### src/rtl/axi_lite_arbiter.sv
// ---------------------------------------------------------------------------
// axi_lite_arbiter
//
// Round-robin arbiter that lets NUM_REQ local bus clients share a single
// axi_lite_master user interface. Each client posts one read or write command
// and holds it until it sees its ack. The arbiter grants one client at a
// time. It forwards the command to the master as a one-cycle request pulse
// and waits for the master's done pulse. It then hands the response and read
// data back together with a one-cycle ack.
//
// Ports (client i owns slice [i*W +: W] of every packed client bus):
//   aclk, aresetn         clock, asynchronous active-low reset
//   s_req/s_we            per-client command pending / write(1) or read(0)
//   s_addr/s_wdata/s_wstrb per-client command address, write data, strobes
//   s_ack                 one-hot, one-cycle completion pulse
//   s_rdata/s_resp        read data / BRESP-RRESP, valid in the ack cycle
//   busy                  high whenever the FSM is not in IDLE
//   grant_idx             index of the current or last granted client
//   m_wr_*                write command towards the master, plus its done/resp
//   m_rd_*                read command towards the master, plus its done/data/resp
// ---------------------------------------------------------------------------
module axi_lite_arbiter #(
   parameter int NUM_REQ    = 4,
   parameter int ADDR_WIDTH = 32,
   parameter int DATA_WIDTH = 32,
   localparam int IDX_W     = $clog2(NUM_REQ),
   localparam int STRB_W    = DATA_WIDTH / 8
) (
   input  logic                          aclk,
   input  logic                          aresetn,

   input  logic [NUM_REQ-1:0]            s_req,
   input  logic [NUM_REQ-1:0]            s_we,
   input  logic [NUM_REQ*ADDR_WIDTH-1:0] s_addr,
   input  logic [NUM_REQ*DATA_WIDTH-1:0] s_wdata,
   input  logic [NUM_REQ*STRB_W-1:0]     s_wstrb,
   output logic [NUM_REQ-1:0]            s_ack,
   output logic [DATA_WIDTH-1:0]         s_rdata,
   output logic [1:0]                    s_resp,

   output logic                          busy,
   output logic [IDX_W-1:0]              grant_idx,

   output logic                          m_wr_req,
   output logic [ADDR_WIDTH-1:0]         m_wr_addr,
   output logic [DATA_WIDTH-1:0]         m_wr_data,
   output logic [STRB_W-1:0]             m_wr_strb,
   input  logic                          m_wr_done,
   input  logic [1:0]                    m_wr_resp,

   output logic                          m_rd_req,
   output logic [ADDR_WIDTH-1:0]         m_rd_addr,
   input  logic                          m_rd_done,
   input  logic [DATA_WIDTH-1:0]         m_rd_data,
   input  logic [1:0]                    m_rd_resp
);

   typedef enum logic [1:0] {
      IDLE  = 2'd0,
      ISSUE = 2'd1,
      WAIT  = 2'd2,
      ACK   = 2'd3
   } state_t;

   localparam logic [IDX_W:0]   NUM_REQ_W = (IDX_W+1)'(NUM_REQ);
   localparam logic [IDX_W-1:0] LAST_IDX  = IDX_W'(NUM_REQ - 1);

   state_t                  state_q,    state_d;
   logic [IDX_W-1:0]        ptr_q,      ptr_d;
   logic [IDX_W-1:0]        grantIdx_q, grantIdx_d;
   logic                    isWrite_q,  isWrite_d;
   logic                    mWrReq_q,   mWrReq_d;
   logic                    mRdReq_q,   mRdReq_d;
   logic [ADDR_WIDTH-1:0]   mWrAddr_q,  mWrAddr_d;
   logic [DATA_WIDTH-1:0]   mWrData_q,  mWrData_d;
   logic [STRB_W-1:0]       mWrStrb_q,  mWrStrb_d;
   logic [ADDR_WIDTH-1:0]   mRdAddr_q,  mRdAddr_d;
   logic [NUM_REQ-1:0]      sAck_q,     sAck_d;
   logic [DATA_WIDTH-1:0]   sRdata_q,   sRdata_d;
   logic [1:0]              sResp_q,    sResp_d;
   logic                    busy_q,     busy_d;

   logic [NUM_REQ-1:0]      reqRot;
   logic [IDX_W-1:0]        offset;
   logic [IDX_W:0]          pickSum;
   logic [IDX_W-1:0]        pick;
   logic                    anyReq;

   // Round-robin pick. The request vector is rotated so that the pointer
   // position lands on bit 0. The lowest set bit of the rotated vector is then
   // the distance from the pointer to the winner. Adding that distance back
   // onto the pointer, modulo NUM_REQ, gives the absolute index. This also
   // works when NUM_REQ is not a power of two.
   always_comb begin
      reqRot = NUM_REQ'({s_req, s_req} >> ptr_q);
      offset = '0;
      anyReq = 1'b0;
      for (int k = NUM_REQ - 1; k >= 0; k--) begin
         if (reqRot[k]) begin
            offset = IDX_W'(k);
            anyReq = 1'b1;
         end
      end
      pickSum = {1'b0, ptr_q} + {1'b0, offset};
      if (pickSum >= NUM_REQ_W) begin
         pick = IDX_W'(pickSum - NUM_REQ_W);
      end else begin
         pick = pickSum[IDX_W-1:0];
      end
   end

   // Next-state and next-output logic. Every output is a register, so this
   // block computes the values the outputs take in the following cycle. The
   // request and ack pulses default to low, which makes each of them last
   // exactly one cycle. The captured command and response fields default to
   // holding, so they stay stable until the next grant or completion.
   always_comb begin
      state_d    = state_q;
      ptr_d      = ptr_q;
      grantIdx_d = grantIdx_q;
      isWrite_d  = isWrite_q;
      mWrReq_d   = 1'b0;
      mRdReq_d   = 1'b0;
      mWrAddr_d  = mWrAddr_q;
      mWrData_d  = mWrData_q;
      mWrStrb_d  = mWrStrb_q;
      mRdAddr_d  = mRdAddr_q;
      sAck_d     = '0;
      sRdata_d   = sRdata_q;
      sResp_d    = sResp_q;

      unique case (state_q)
         IDLE: begin
            if (anyReq) begin
               grantIdx_d = pick;
               isWrite_d  = s_we[pick];
               mWrAddr_d  = s_addr[int'(pick)*ADDR_WIDTH +: ADDR_WIDTH];
               mRdAddr_d  = s_addr[int'(pick)*ADDR_WIDTH +: ADDR_WIDTH];
               mWrData_d  = s_wdata[int'(pick)*DATA_WIDTH +: DATA_WIDTH];
               mWrStrb_d  = s_wstrb[int'(pick)*STRB_W +: STRB_W];
               if (s_we[pick]) begin
                  mWrReq_d = 1'b1;
               end else begin
                  mRdReq_d = 1'b1;
               end
               state_d = ISSUE;
            end
         end

         ISSUE: begin
            state_d = WAIT;
         end

         // Only the done pulse that matches the command in flight counts.
         // A done pulse of the other type is ignored, so the command cannot
         // be completed with the wrong response.
         WAIT: begin
            if (isWrite_q && m_wr_done) begin
               sResp_d             = m_wr_resp;
               sAck_d[grantIdx_q]  = 1'b1;
               state_d             = ACK;
            end else if (!isWrite_q && m_rd_done) begin
               sResp_d             = m_rd_resp;
               sRdata_d            = m_rd_data;
               sAck_d[grantIdx_q]  = 1'b1;
               state_d             = ACK;
            end
         end

         // The pointer moves past the client that was just served. A client
         // that keeps requesting therefore waits until every other pending
         // client has had a turn. The ACK cycle also gives the client time to
         // drop its request before the arbiter looks at the requests again.
         ACK: begin
            if (grantIdx_q == LAST_IDX) begin
               ptr_d = '0;
            end else begin
               ptr_d = grantIdx_q + 1'b1;
            end
            state_d = IDLE;
         end

         default: begin
            state_d = IDLE;
         end
      endcase

      busy_d = (state_d != IDLE);
   end

   // State and output registers. The master shares this reset, so when reset
   // is asserted mid-transaction everything simply goes back to idle and no
   // ack is issued.
   always_ff @(posedge aclk or negedge aresetn) begin
      if (!aresetn) begin
         state_q    <= IDLE;
         ptr_q      <= '0;
         grantIdx_q <= '0;
         isWrite_q  <= 1'b0;
         mWrReq_q   <= 1'b0;
         mRdReq_q   <= 1'b0;
         mWrAddr_q  <= '0;
         mWrData_q  <= '0;
         mWrStrb_q  <= '0;
         mRdAddr_q  <= '0;
         sAck_q     <= '0;
         sRdata_q   <= '0;
         sResp_q    <= '0;
         busy_q     <= 1'b0;
      end else begin
         state_q    <= state_d;
         ptr_q      <= ptr_d;
         grantIdx_q <= grantIdx_d;
         isWrite_q  <= isWrite_d;
         mWrReq_q   <= mWrReq_d;
         mRdReq_q   <= mRdReq_d;
         mWrAddr_q  <= mWrAddr_d;
         mWrData_q  <= mWrData_d;
         mWrStrb_q  <= mWrStrb_d;
         mRdAddr_q  <= mRdAddr_d;
         sAck_q     <= sAck_d;
         sRdata_q   <= sRdata_d;
         sResp_q    <= sResp_d;
         busy_q     <= busy_d;
      end
   end

   assign s_ack     = sAck_q;
   assign s_rdata   = sRdata_q;
   assign s_resp    = sResp_q;
   assign busy      = busy_q;
   assign grant_idx = grantIdx_q;
   assign m_wr_req  = mWrReq_q;
   assign m_wr_addr = mWrAddr_q;
   assign m_wr_data = mWrData_q;
   assign m_wr_strb = mWrStrb_q;
   assign m_rd_req  = mRdReq_q;
   assign m_rd_addr = mRdAddr_q;

endmodule

### config.mk
export PLATFORM = sky130hd
export DESIGN_NAME = axi_lite_arbiter
export DESIGN_NICKNAME = d
export VERILOG_FILES = /design/src/rtl/axi_lite_arbiter.sv
export SDC_FILE = /design/constraint.sdc
export NUM_CORES = 1
export LEC_CHECK = 0
export ABC_AREA = 1
export CORE_AREA = 2 2 182 184
export CTS_CLUSTER_SIZE = 16
export DETAILED_ROUTE_END_ITERATION = 16
export DIE_AREA = 0 0 184 186
export PLACE_DENSITY_LB_ADDON = 0.12
export SYNTH_ARGS = -nofsm -noshare
export SYNTH_HDL_FRONTEND = slang
export SYNTH_SLANG_ARGS = --single-unit
### constraint.sdc
create_clock -name aclk -period 7.18 [get_ports aclk]
set_input_delay 1.436 -clock aclk [delete_from_list [all_inputs] [get_ports aclk]]
set_output_delay 1.436 -clock aclk [all_outputs]
set_load 0.05 [all_outputs]
# Word level (Yosys, flattened, before mapping)
# Cells that the tools add are included.
[totals]
regBits = 116
input_bits = 320
[classes]
reduce_logical = 10
shifts = 4
n_eq_ne = 4
muxes = 29
order_cmp = 4
bitwise = 1
add_sub_neg = 3
[ops]
columns = ["cell", "count"]
rows = [
  ["variable part select 128 x 8 -> 32 bit", 2],
  ["two-way mux 2 bit", 11],
  ["variable part select 16 x 5 -> 4 bit", 1],
  ["two-way mux 1 bit", 12],
  ["two-way mux 4 bit", 3],
  ["case mux 2 bit (4 select lines)", 1],
  [">> shifter 8 x 2 -> 4 bit", 1],
  ["== test 2 bit, second input constant", 3],
  ["less-than comparator 2 x 3 -> 1 bit, second input constant", 2],
  ["AND reduction 2 bit", 2],
  ["nonzero test 2 bit", 2],
  ["adder 2 x 2 -> 3 bit", 1],
  ["greater-or-equal comparator 3 bit, second input constant", 1],
  ["logical AND 1 bit", 3],
  ["AND reduction 3 bit", 1],
  ["adder 2 x 1 -> 2 bit, second input constant", 1],
  ["binary-select mux 1 bit (select 2 bit)", 1],
  ["demux 1 bit (select 2 bit)", 1],
  ["== test 2 x 1 -> 1 bit, second input constant", 1],
  ["greater-or-equal comparator 2 x 1 -> 1 bit, second input constant", 1],
  ["logical NOT 2 bit", 1],
  ["subtractor 2 x 1 -> 2 bit, second input constant", 1],
  ["logical NOT 1 bit", 1],
  ["NOT 1 bit", 1],
]

# Longest topological paths before layout
# Gate-level depths: netlist of the first run.
[depth]
depth_word = 13
ltp_mapped = 16

# Least setup slack after synthesis of the first run
# No wires, ideal clock.
[synth_timing]
path_kind = "input-to-reg"
start = "in s_req[3]"
end = "reg mRdAddr_q[6], in the netlist m_rd_addr[6]"
t_arrival_ns = 3.139
path_slack_ns = 3.923
setup_ns = 0.118
cell_stages = 13
path_cell_list = "nand2_1 > nand3_1 > nand2_1 > nand3_1 > a21boi_0 > ha_1 > buf_2 > buf_4 > clkbuf_1 > mux2i_1 > nand3_1 > nand3_1 > nand2_1"
[synth_between]
elab_chain_len = 9
elab_cells_between_ends = 15
classes_between = "add/sub (2); order compare (1); shift (2); mux (9); reduce/logical (1)"
[synth_lines]
columns = ["element", "line", "text"]
rows = [
  ["start, declared", "32", "input logic [NUM_REQ-1:0] s_req,"],
  [">> shifter 8 x 2 -> 4 bit (*)", "95", "reqRot = NUM_REQ'({s_req, s_req} >> ptr_q);"],
  ["two-way mux 2 bit (3 in series)", "99", "if (reqRot[k]) begin"],
  ["two-way mux 2 bit (*)", "99", ""],
  ["adder 2 x 2 -> 3 bit (*)", "104", "pickSum = {1'b0, ptr_q} + {1'b0, offset};"],
  ["greater-or-equal comparator 3 bit or subtractor 2 x 1 -> 2 bit (tied branches)", "105, 106", ""],
  ["two-way mux 2 bit (*)", "105", "if (pickSum >= NUM_REQ_W) begin"],
  ["via pick[0]", "86", "logic [IDX_W-1:0] pick;"],
  ["variable part select 128 x 8 -> 32 bit (*)", "138", "mRdAddr_d = s_addr[int'(pick)*ADDR_WIDTH +: ADDR_WIDTH];"],
  ["end signal, assigned", "220", "mRdAddr_q <= mRdAddr_d;"],
  ["end, declared", "77", "logic [ADDR_WIDTH-1:0] mRdAddr_q, mRdAddr_d;"],
]
# The timed path passes the listed nets; every way through them passes the cells marked *.
# A chain may end at the register's enable or synchronous reset.

# Worst setup path in the final report of the first run
[layout_timing]
start = "in s_req[0]"
end = "reg isWrite_q"
[layout_between]
elab_chain_len = 10
elab_cells_between_ends = 16
classes_between = "add/sub (2); order compare (1); shift (1); mux (11); reduce/logical (1)"
[layout_lines]
columns = ["element", "line", "text"]
rows = [
  [">> shifter 8 x 2 -> 4 bit (*)", "95", ""],
  ["two-way mux 2 bit (4 in series)", "99", ""],
  ["adder 2 x 2 -> 3 bit", "104", ""],
  ["greater-or-equal comparator 3 bit or subtractor 2 x 1 -> 2 bit (tied branches)", "105, 106", ""],
  ["two-way mux 2 bit", "105", ""],
  ["binary-select mux 1 bit (select 2 bit)", "136", "isWrite_d = s_we[pick];"],
  ["two-way mux 1 bit (not written as such)", "136", ""],
  ["end signal, assigned", "214", "isWrite_q <= isWrite_d;"],
  ["end, declared", "71", "logic isWrite_q, isWrite_d;"],
]
# Mark *: on every way between the ends. The rest lies on a longest branch, timed or not. The select of a mux whose other input is x is not followed.

==> results of run 1 <==
==> cell type report <==
cell class	count	area, µm²
clock buffer	18	429
clock inverter	13	159
fill	3276	19800
inverter	19	71.3
multi-input combinational	587	3620
sequential	116	2900
tap	408	510
timing repair buffer	470	4690
==> cell usage in the layout, fill, tap and decap left out, drive strengths merged <==
cell           instances
a21oi                  1
inv                   21
mux2i                136
xor2                   1
buf                    9
clkbuf                18
clkinv                 5
o21ai                  7
a31oi                  2
nand3                152
clkdlybuf4s50        461
ha                     8
bufinv                 3
mux2                  32
nor2                   7
clkinvlp               3
a21boi                 1
nand2                238
dfrtp                116
or2                    2
==> final timing paths <==
path,startpoint,to,slack (ns),depth (start not counted)
max reg2reg,ptr_q[0]$_DFFE_PN0N_,isWrite_q$_DFFE_PN0P_,3.88,14
min,m_wr_data[17]$_DFFE_PN0P_,m_wr_data[17]$_DFFE_PN0P_,0.47,2
min in group asynchronous,aresetn,s_rdata[16]$_DFFE_PN0P_,1.07,1
min reg2reg,m_wr_data[17]$_DFFE_PN0P_,m_wr_data[17]$_DFFE_PN0P_,0.47,2
max,s_req[0],isWrite_q$_DFFE_PN0P_,3.00,13
max in group asynchronous,aresetn,s_rdata[27]$_DFFE_PN0P_,4.68,2
==> power by group through the flow <==
stage | combinational (mW) | sequential (mW) | clock [mW]
CTS | 5.70 | 1.23 | 0.913
global placement | 5.69 | 1.23 | 0
floorplan | 3.09 | 2.24 | 0
detailed placement | 5.69 | 1.24 | 0
finish | 5.61 | 1.22 | 0.881
global route | 6.07 | 1.27 | 0.945
==> per-layer routing <==
metal / global-route usage [%] / vias up / share of wire, %
met5: 0 / - / 0
met1: 18.9 / 3281 / 40
met3: 5.03 / 15 / 8.0
met2: 30.6 / 284 / 51
li1: - / 3493 / -
met4: 3.55 / 0 / 0.78
==> metrics by stage <==
stage / util (%) / power (mW) / instance area (µm²) / hold slack, ns / worst slack, ns
after global placement: 36.7 / 6.92 / 11800 / 0.463 / 2.63
after detailed placement: 36.7 / 6.93 / 11800 / 0.464 / 2.55
after floorplan: - / 5.32 / 7070 / 0.529 / 3.92
after global routing: 38.5 / 8.28 / 12400 / 0.486 / 2.63
final: 38.5 / 7.72 / 12400 / 0.473 / 3.00
after CTS: 38.5 / 7.85 / 12400 / 0.480 / 2.95
==> critical path: cells and delay by family <==
kind / cells / cell delay (ns)
fa+ha+maj: 1 / 0.18
compound gates: 1 / 0.28
simple gates: 8 / 1.27
xor+xnor: 1 / 0.23
buf+inv: 2 / 1.03
==> state kept, by name (all words and copies together) (netlist names) <==
name       cells
busy           1
grant_idx      2
isWrite_q      1
m_rd_addr     32
m_rd_req       1
m_wr_data     32
m_wr_req       1
m_wr_strb      4
ptr_q          2
s_ack          4
s_rdata       32
s_resp         2
state_q        2
==> cell families after synthesis <==
kind of cell / after synthesis / synth area share [%]
mux: 168 / 24.4
fa+ha+maj: 8 / 1.42
flops: 116 / 41.1
compound gates: 11 / 0.850
simple gates: 399 / 24.1
xor+xnor: 1 / 0.124
buf+inv: 106 / 8.09
==> impl_metrics.json, run 1 <==
{
  "synth_top_area_cell": "dfrtp_1",
  "cts_resized": 0,
  "maxSlewHeadroom_pct": 31.5,
  "p_sw_share_pct": 53.5,
  "synth_top_cell_area_share_pct": 41.1,
  "finalCriticalPeriod_ns": 4.18,
  "finalSetupViolCount": 0,
  "port_buffers": 462,
  "rows": 66,
  "synth_edf_count": 0,
  "dp_cells": 1600,
  "hpwl_um": 21100,
  "firstDrtPassIters": 4,
  "fin_nets": 1539,
  "cp_cell_sequence": "clkdlybuf4s50_1 -> nand2_1 -> nand3_1 -> nand3_1 -> a21boi_0 -> ha_4 -> xor2_1 -> nand2_2 -> nand2_2 -> buf_4 -> nand2_1 -> nand3_1 -> nand2_1",
  "clkLatencyLatePin_ns": 0.41,
  "syn_nets": 1137,
  "syn_inst": 809,
  "slowest_stage": "nand2_2",
  "combPwrFrac_pct": 72.7,
  "vias_per_cell": 4.34,
  "io_pins": 463,
  "worstPathArrival_ns": 4.47,
  "crit_required_ns": 7.46,
  "intPower_mw": 3.59,
  "startpoint_type": "input port",
  "async_flop_share_pct": 100,
  "grt_pass1_wl_um": 42900,
  "grt-ovfl-total": 0,
  "maxCapViolCount": 0,
  "cts_buffers": 17,
  "synth_seq_cells": 116,
  "start_util_pct": 21.9,
  "cp_max_fo": 39,
  "yosys.cell_count.top_type": "nand2_1",
  "cts_setup_buffers": 0,
  "seq_power_share_pct": 15.9,
  "grtUsageTotal_pct": 16.6,
  "rsz0062_at_grt": "no",
  "drv_slew": 0,
  "postSynthAreaPerCell_um2": 8.74,
  "grt_pass1_vias": 7258,
  "path_clk_slew_ns": 0.05,
  "grt_max_degree": 140,
  "routed_wirelength_um": 29200,
  "ys_warn_count": 0,
  "path_class": "in -> reg",
  "syn_area_mm2": 0.00707,
  "die_x_um": 184,
  "cts_tree": "done",
  "tightest_slew_ns": 1.03,
  "fp.dieH_um": 186,
  "synthDistinctLibCells": 24,
  "cts_num_sinks": 116,
  "min_path_type": "reg -> reg",
  "yosysSeqAreaShare_pct": 41.1,
  "endpoint_kind": "register",
  "fin_cells": 1631,
  "net-switching-power_mw": 4.13,
  "synth_area_leaders": "dfrtp_1 (41%), mux2i_1 (19%), nand2_1 (13%)",
  "setup_tns_ns": 0,
  "vias": 7073,
  "period_share_pct": 58.3,
  "drc_errors": 0,
  "ys_top_cells_by_count": "nand2_1 (236), nand3_1 (151), mux2i_1 (136), dfrtp_1 (116), buf_4 (35)",
  "root_buffer": "clkbuf_16",
  "outcome": "completed",
  "htree_num_levels": 4,
  "cpPeakStageDelay_ns": 0.54,
  "wl_per_cell_um": 17.9,
  "finalHoldViolations": 0,
  "worst_clock_skew_ns": 0.0146,
  "gp_congestion": 0.760,
  "antenna_found_initial": 0,
  "drive_gt1_share_pct": 6.70,
  "fmax_mhz": 239,
  "p_per_area_mw_per_mm2": 623,
  "peakVddDrop_v": 0.000568,
  "num_antenna_cells": 0,
  "dieArea_mm2": 0.0342,
  "ant_nets": 0,
  "syn_to_final_growth_pct": 75.3,
  "drt-initial-drc-count": 233,
  "power_leakage_nw": 5.61,
  "cts_buffer_depth": 2,
  "core_mm2": 0.0322,
  "ctsHoldBuffers": 0,
  "clockPowerShare_pct": 11.4,
  "yosys_most_used_dff": "dfrtp_1"
}
Power figures use the tool's default switching activity.
==> run 2: changes to the inputs <==
CORE_AREA = 2 2 179 181   (was 2 2 182 184)
DIE_AREA = 0 0 181 183   (was 0 0 184 186)
clock period = 4.2 ns   (was 7.18 ns; I/O delays follow)
==> impl_metrics.json, run 2 (synthesis results as in run 1) <==
{
  "clkLatencyLatePin_ns": 0.41,
  "worst-r2r-cell-count": 15,
  "drv_slew": 0,
  "crit_required_ns": 4.49,
  "cp_max_fo": 41,
  "combPwrFrac_pct": 73.5,
  "tightest_slew_ns": 0.907,
  "fp.dieH_um": 183,
  "finalSetupViolCount": 0,
  "syn_to_final_growth_pct": 77.5,
  "grtUsageTotal_pct": 17.3,
  "fmax_mhz": 321,
  "finalCriticalPeriod_ns": 3.12,
  "io_pins": 463,
  "cts_tree": "done",
  "gp_congestion": 0.769,
  "setup_tns_ns": 0,
  "cp_cell_sequence": "clkdlybuf4s50_1 -> nand2_1 -> nand3_1 -> nand3_1 -> a21boi_0 -> ha_4 -> xor2_1 -> inv_2 -> nand3_4 -> nand2_2 -> buf_4 -> nand2_1 -> nand3_1 -> nand2_1",
  "grt_pass1_vias": 7428,
  "endpoint_kind": "register",
  "drc_errors": 0,
  "min_path_type": "in -> async",
  "start_util_pct": 22.6,
  "path_clk_slew_ns": 0.07,
  "path_depth": 14,
  "peakVddDrop_v": 0.000614,
  "seq_power_share_pct": 15.7,
  "grt_max_degree": 74,
  "net-switching-power_mw": 7.18,
  "grt-ovfl-total": 0,
  "ant_nets": 0,
  "maxCapViolCount": 0,
  "finalHoldViolations": 0,
  "worst-path-buf-inv": 3,
  "num_antenna_cells": 0,
  "rsz0062_at_grt": "no",
  "p_per_area_mw_per_mm2": 1080,
  "outcome": "completed",
  "final_cell_mix": "clkdlybuf4s50_1 (461), nand2_1 (236), nand3_1 (151)",
  "final_common_cell": "clkdlybuf4s50_1",
  "intPower_mw": 6.32,
  "ctsHoldBuffers": 0,
  "cts_resized": 0,
  "routed_wirelength_um": 29300,
  "period_share_pct": 74.2,
  "root_buffer": "clkbuf_16",
  "fin_nets": 1552,
  "cpLargestDelayFamily": "simple AND/OR/NAND/NOR gates",
  "p_sw_share_pct": 53.2,
  "grt_pass1_wl_um": 43700,
  "total_power_mw": 13.5,
  "startpoint_type": "input port",
  "cts_buffer_depth": 2,
  "drt-initial-drc-count": 326,
  "cts_num_sinks": 116,
  "slowest_stage": "clkdlybuf4s50_1",
  "htree_num_levels": 4,
  "cts_buffers": 17,
  "vias": 7137,
  "maxSlewHeadroom_pct": 39.5,
  "cpPeakStageDelay_ns": 0.49,
  "antenna_found_initial": 0,
  "rows": 65,
  "firstDrtPassIters": 4,
  "power_leakage_nw": 5.70,
  "clockPowerShare_pct": 10.8,
  "wl_per_cell_um": 17.9,
  "dieArea_mm2": 0.0331,
  "path_class": "in -> reg",
  "vias_per_cell": 4.35,
  "worst_clock_skew_ns": 0.0162,
  "drive_gt1_share_pct": 7.76,
  "worstPathArrival_ns": 3.41,
  "core_mm2": 0.0312,
  "port_buffers": 462,
  "cts_setup_buffers": 0,
  "hpwl_um": 22700,
  "die_x_um": 181
}
## run 2: changes by cell type in the layout (fill, tap and decap cells not counted)
| cell | before | now |
|---|---|---|
| buf_12 | 1 | 6 |
| buf_4 | 8 | 15 |
| buf_6 | 0 | 1 |
| bufinv_16 | 3 | 2 |
| clkinv_2 | 4 | 3 |
| clkinv_4 | 1 | 4 |
| clkinvlp_4 | 3 | 2 |
| inv_8 | 0 | 1 |
## run 2: through the flow
step / cells / worst slack [ns] / hold slack (ns) / instance area [µm²] / util (%)
final: 1639 / 1.08 / 0.433 / 12500 / 40.2
after global routing: 1639 / 0.807 / 0.474 / 12500 / 40.2
after CTS: 1639 / 1.04 / 0.452 / 12500 / 40.2
after detailed placement: 1607 / 0.614 / 0.466 / 12000 / 38.3
after global placement: 1607 / 0.668 / 0.463 / 12000 / 38.3
after floorplan: 809 / 1.54 / 0.529 / 7070 / -
## run 2: final timing paths
check / startpoint / end / slack [ns]
worst min register to register: m_wr_strb[0]$_DFFE_PN0P_ / m_wr_strb[0]$_DFFE_PN0P_ / 0.47
worst max register to register: ptr_q[0]$_DFFE_PN0N_ / m_wr_strb[3]$_DFFE_PN0P_ / 1.35
min in group aclk: m_wr_strb[0]$_DFFE_PN0P_ / m_wr_strb[0]$_DFFE_PN0P_ / 0.47
worst max-delay path: s_req[0] / m_wr_strb[3]$_DFFE_PN0P_ / 1.08
max in group asynchronous: aresetn / m_rd_addr[12]$_DFFE_PN0P_ / 2.85
worst min-delay path: aresetn / s_rdata[22]$_DFFE_PN0P_ / 0.43
## run 2: power groups by stage
stage	combinational, mW	sequential, mW	clock, mW
after floorplan	5.27	3.82	0
after global placement	10.1	2.14	0
after detailed placement	10.1	2.14	0
after CTS	10.1	2.14	1.50
after global routing	10.7	2.20	1.56
final	9.92	2.12	1.46
## run 2: area by class of cell
type | instances | area (µm²)
fill | 3166 | 18700
timing repair buffer | 483 | 4860
multi-input combinational | 587 | 3620
sequential | 116 | 2900
tap | 402 | 503
clock buffer | 18 | 429
clock inverter | 14 | 154
inverter | 19 | 71.3
## run 2: per-layer routing
metal | global-route usage, % | vias up | part of all wire, %
met1 | 20.2 | 3270 | 40
li1 | - | 3526 | -
met2 | 31.4 | 320 | 51
met5 | 0 | - | 0
met4 | 4.26 | 0 | 1.4
met3 | 4.75 | 21 | 7.8
==> run 3: changes to the inputs <==
CORE_AREA = 2 2 178 180   (was 2 2 179 181)
DIE_AREA = 0 0 180 182   (was 0 0 181 183)
clock period = 2.6 ns   (was 4.2 ns; I/O delays follow)
==> impl_metrics.json, run 3 (synthesis results as in run 1) <==
{
  "outcome": "completed",
  "maxSlewHeadroom_pct": 50.6,
  "rows": 65,
  "power_leakage_nw": 5.90,
  "tightest_slew_ns": 0.741,
  "setup.worst_path.start": "s_req[1]",
  "slowest_stage": "clkdlybuf4s50_1",
  "post-place-ws_ns": -0.243,
  "endpoint_kind": "register",
  "finalCriticalPeriod_ns": 2.38,
  "grt_pass1_wl_um": 44700,
  "io_pins": 463,
  "drc_errors": 0,
  "antenna_found_initial": 1,
  "root_buffer": "clkbuf_16",
  "core_mm2": 0.0310,
  "rsz0062_at_grt": "no",
  "path_clk_slew_ns": 0.06,
  "finish.instance_area_mm2": 0.0129,
  "start_util_pct": 22.8,
  "fin_nets": 1584,
  "setup_tns_ns": 0,
  "clkLatencyLatePin_ns": 0.41,
  "drive_gt1_share_pct": 10.3,
  "period_share_pct": 91.7,
  "vias_per_cell": 4.40,
  "die_x_um": 180,
  "worstPathArrival_ns": 2.67,
  "multi_input_area_mm2": 0.00363,
  "vias": 7356,
  "critPathMostFrequentCell": "nand2_1",
  "crit_required_ns": 2.89,
  "grtUsageTotal_pct": 17.7,
  "drt-initial-drc-count": 261,
  "drv_slew": 0,
  "routed_wirelength_um": 29800,
  "min_path_type": "in -> async",
  "dieArea_mm2": 0.0328,
  "placed_area_mm2": 0.0123,
  "worst_clock_skew_ns": 0.0154,
  "fill_cells": 3174,
  "hold_ws_ns": 0.162,
  "htree_num_levels": 4,
  "cts_tree": "done",
  "firstDrtPassIters": 6,
  "total_power_mw": 22.9,
  "cts_buffers": 17,
  "grt_max_degree": 117,
  "regArea_mm2": 0.00290,
  "maxCapViolCount": 0,
  "startpoint_type": "input port",
  "ant_nets": 0,
  "p_per_area_mw_per_mm2": 1770,
  "fp.dieH_um": 182,
  "grt_pass1_vias": 7583,
  "setup_ws_ns": 0.215,
  "finalHoldViolations": 0,
  "wl_per_cell_um": 17.8,
  "worst-r2r-cell-count": 14,
  "syn_to_final_growth_pct": 82.6,
  "grt-ovfl-total": 0,
  "fmax_mhz": 419,
  "gp_congestion": 0.779,
  "peakVddDrop_v": 0.000721,
  "cp_max_fo": 18,
  "cp_cell_sequence": "clkdlybuf4s50_1 -> nand2_1 -> nand3_1 -> nand2_1 -> nand3_1 -> a21boi_0 -> buf_4 -> ha_4 -> buf_12 -> buf_4 -> mux2i_1 -> nand2_1 -> nand3_1 -> nand2_1",
  "worstReg2RegStart": "ptr_q[0]$_DFFE_PN0N_",
  "finalSetupViolCount": 0,
  "path_class": "in -> reg",
  "final_cell_mix": "clkdlybuf4s50_1 (461), nand2_1 (236), nand3_1 (151)",
  "port_buffers": 462,
  "cts_num_sinks": 116,
  "hpwl_um": 22800,
  "final_common_cell": "clkdlybuf4s50_1",
  "cts_buffer_depth": 2,
  "cpPeakStageDelay_ns": 0.48
}
-- run 3: cell types whose count changed in the layout (fill, tap and decap cells not counted), moves of 2 or more --
cell	change
clkinv_2	-3
buf_4	+24
clkinv_4	-2
buf_12	+9
inv_8	+2
inv_6	+5
-- run 3: metrics by stage --
step / cells / util (%)
floorplan: 809 / -
global placement: 1638 / 39.7
detailed placement: 1638 / 39.7
CTS: 1670 / 41.6
global route: 1672 / 41.6
finish: 1672 / 41.6
-- run 3: where the power goes --
group | switching, mW | internal, mW | leakage (nW)
registers | 0.653 | 2.75 | 1.41
clock network | 1.05 | 1.36 | 0.282
logic | 10.1 | 6.97 | 4.20
-- run 3: what timing repair did --
action                     4_1_cts  5_1_grt
hold buffers                     0        0
buffers inserted                 0        1
setup endpoints to repair        0       72
resized for setup                0        2
-- run 3: cell type report --
class	count	area share, %
inverter	19	0.553
clock inverter	15	1.22
sequential	116	22.5
tap	402	3.90
multi-input combinational	587	28.1
clock buffer	17	3.30
antenna	1	0.0194
timing repair buffer	515	40.4
-- run 3: metal layers --
layer,vias to the layer above,wire [µm],track usage [%]
met5,-,0,0
met4,0,405,4.72
met3,19,2250,5.13
met2,311,15200,31.6
met1,3441,12000,20.7
li1,3585,-,-
-- run 3: worst paths after layout --
check / to / slack (ns)
min: s_rdata[1]$_DFFE_PN0P_ / 0.16
min reg2reg: m_wr_data[22]$_DFFE_PN0P_ / 0.48
min in group aclk: m_wr_data[22]$_DFFE_PN0P_ / 0.48
max: m_wr_data[21]$_DFFE_PN0P_ / 0.22
max in group asynchronous: ptr_q[0]$_DFFE_PN0N_ / 1.83
max reg2reg: m_wr_data[21]$_DFFE_PN0P_ / 0.26
-- run 3: worst max-delay path: cells and delay by family --
kind            cells  cell delay, ns
compound gates      1            0.07
simple gates        7            0.51
buf+inv             4            0.98
fa+ha+maj           1            0.31
mux                 1            0.24
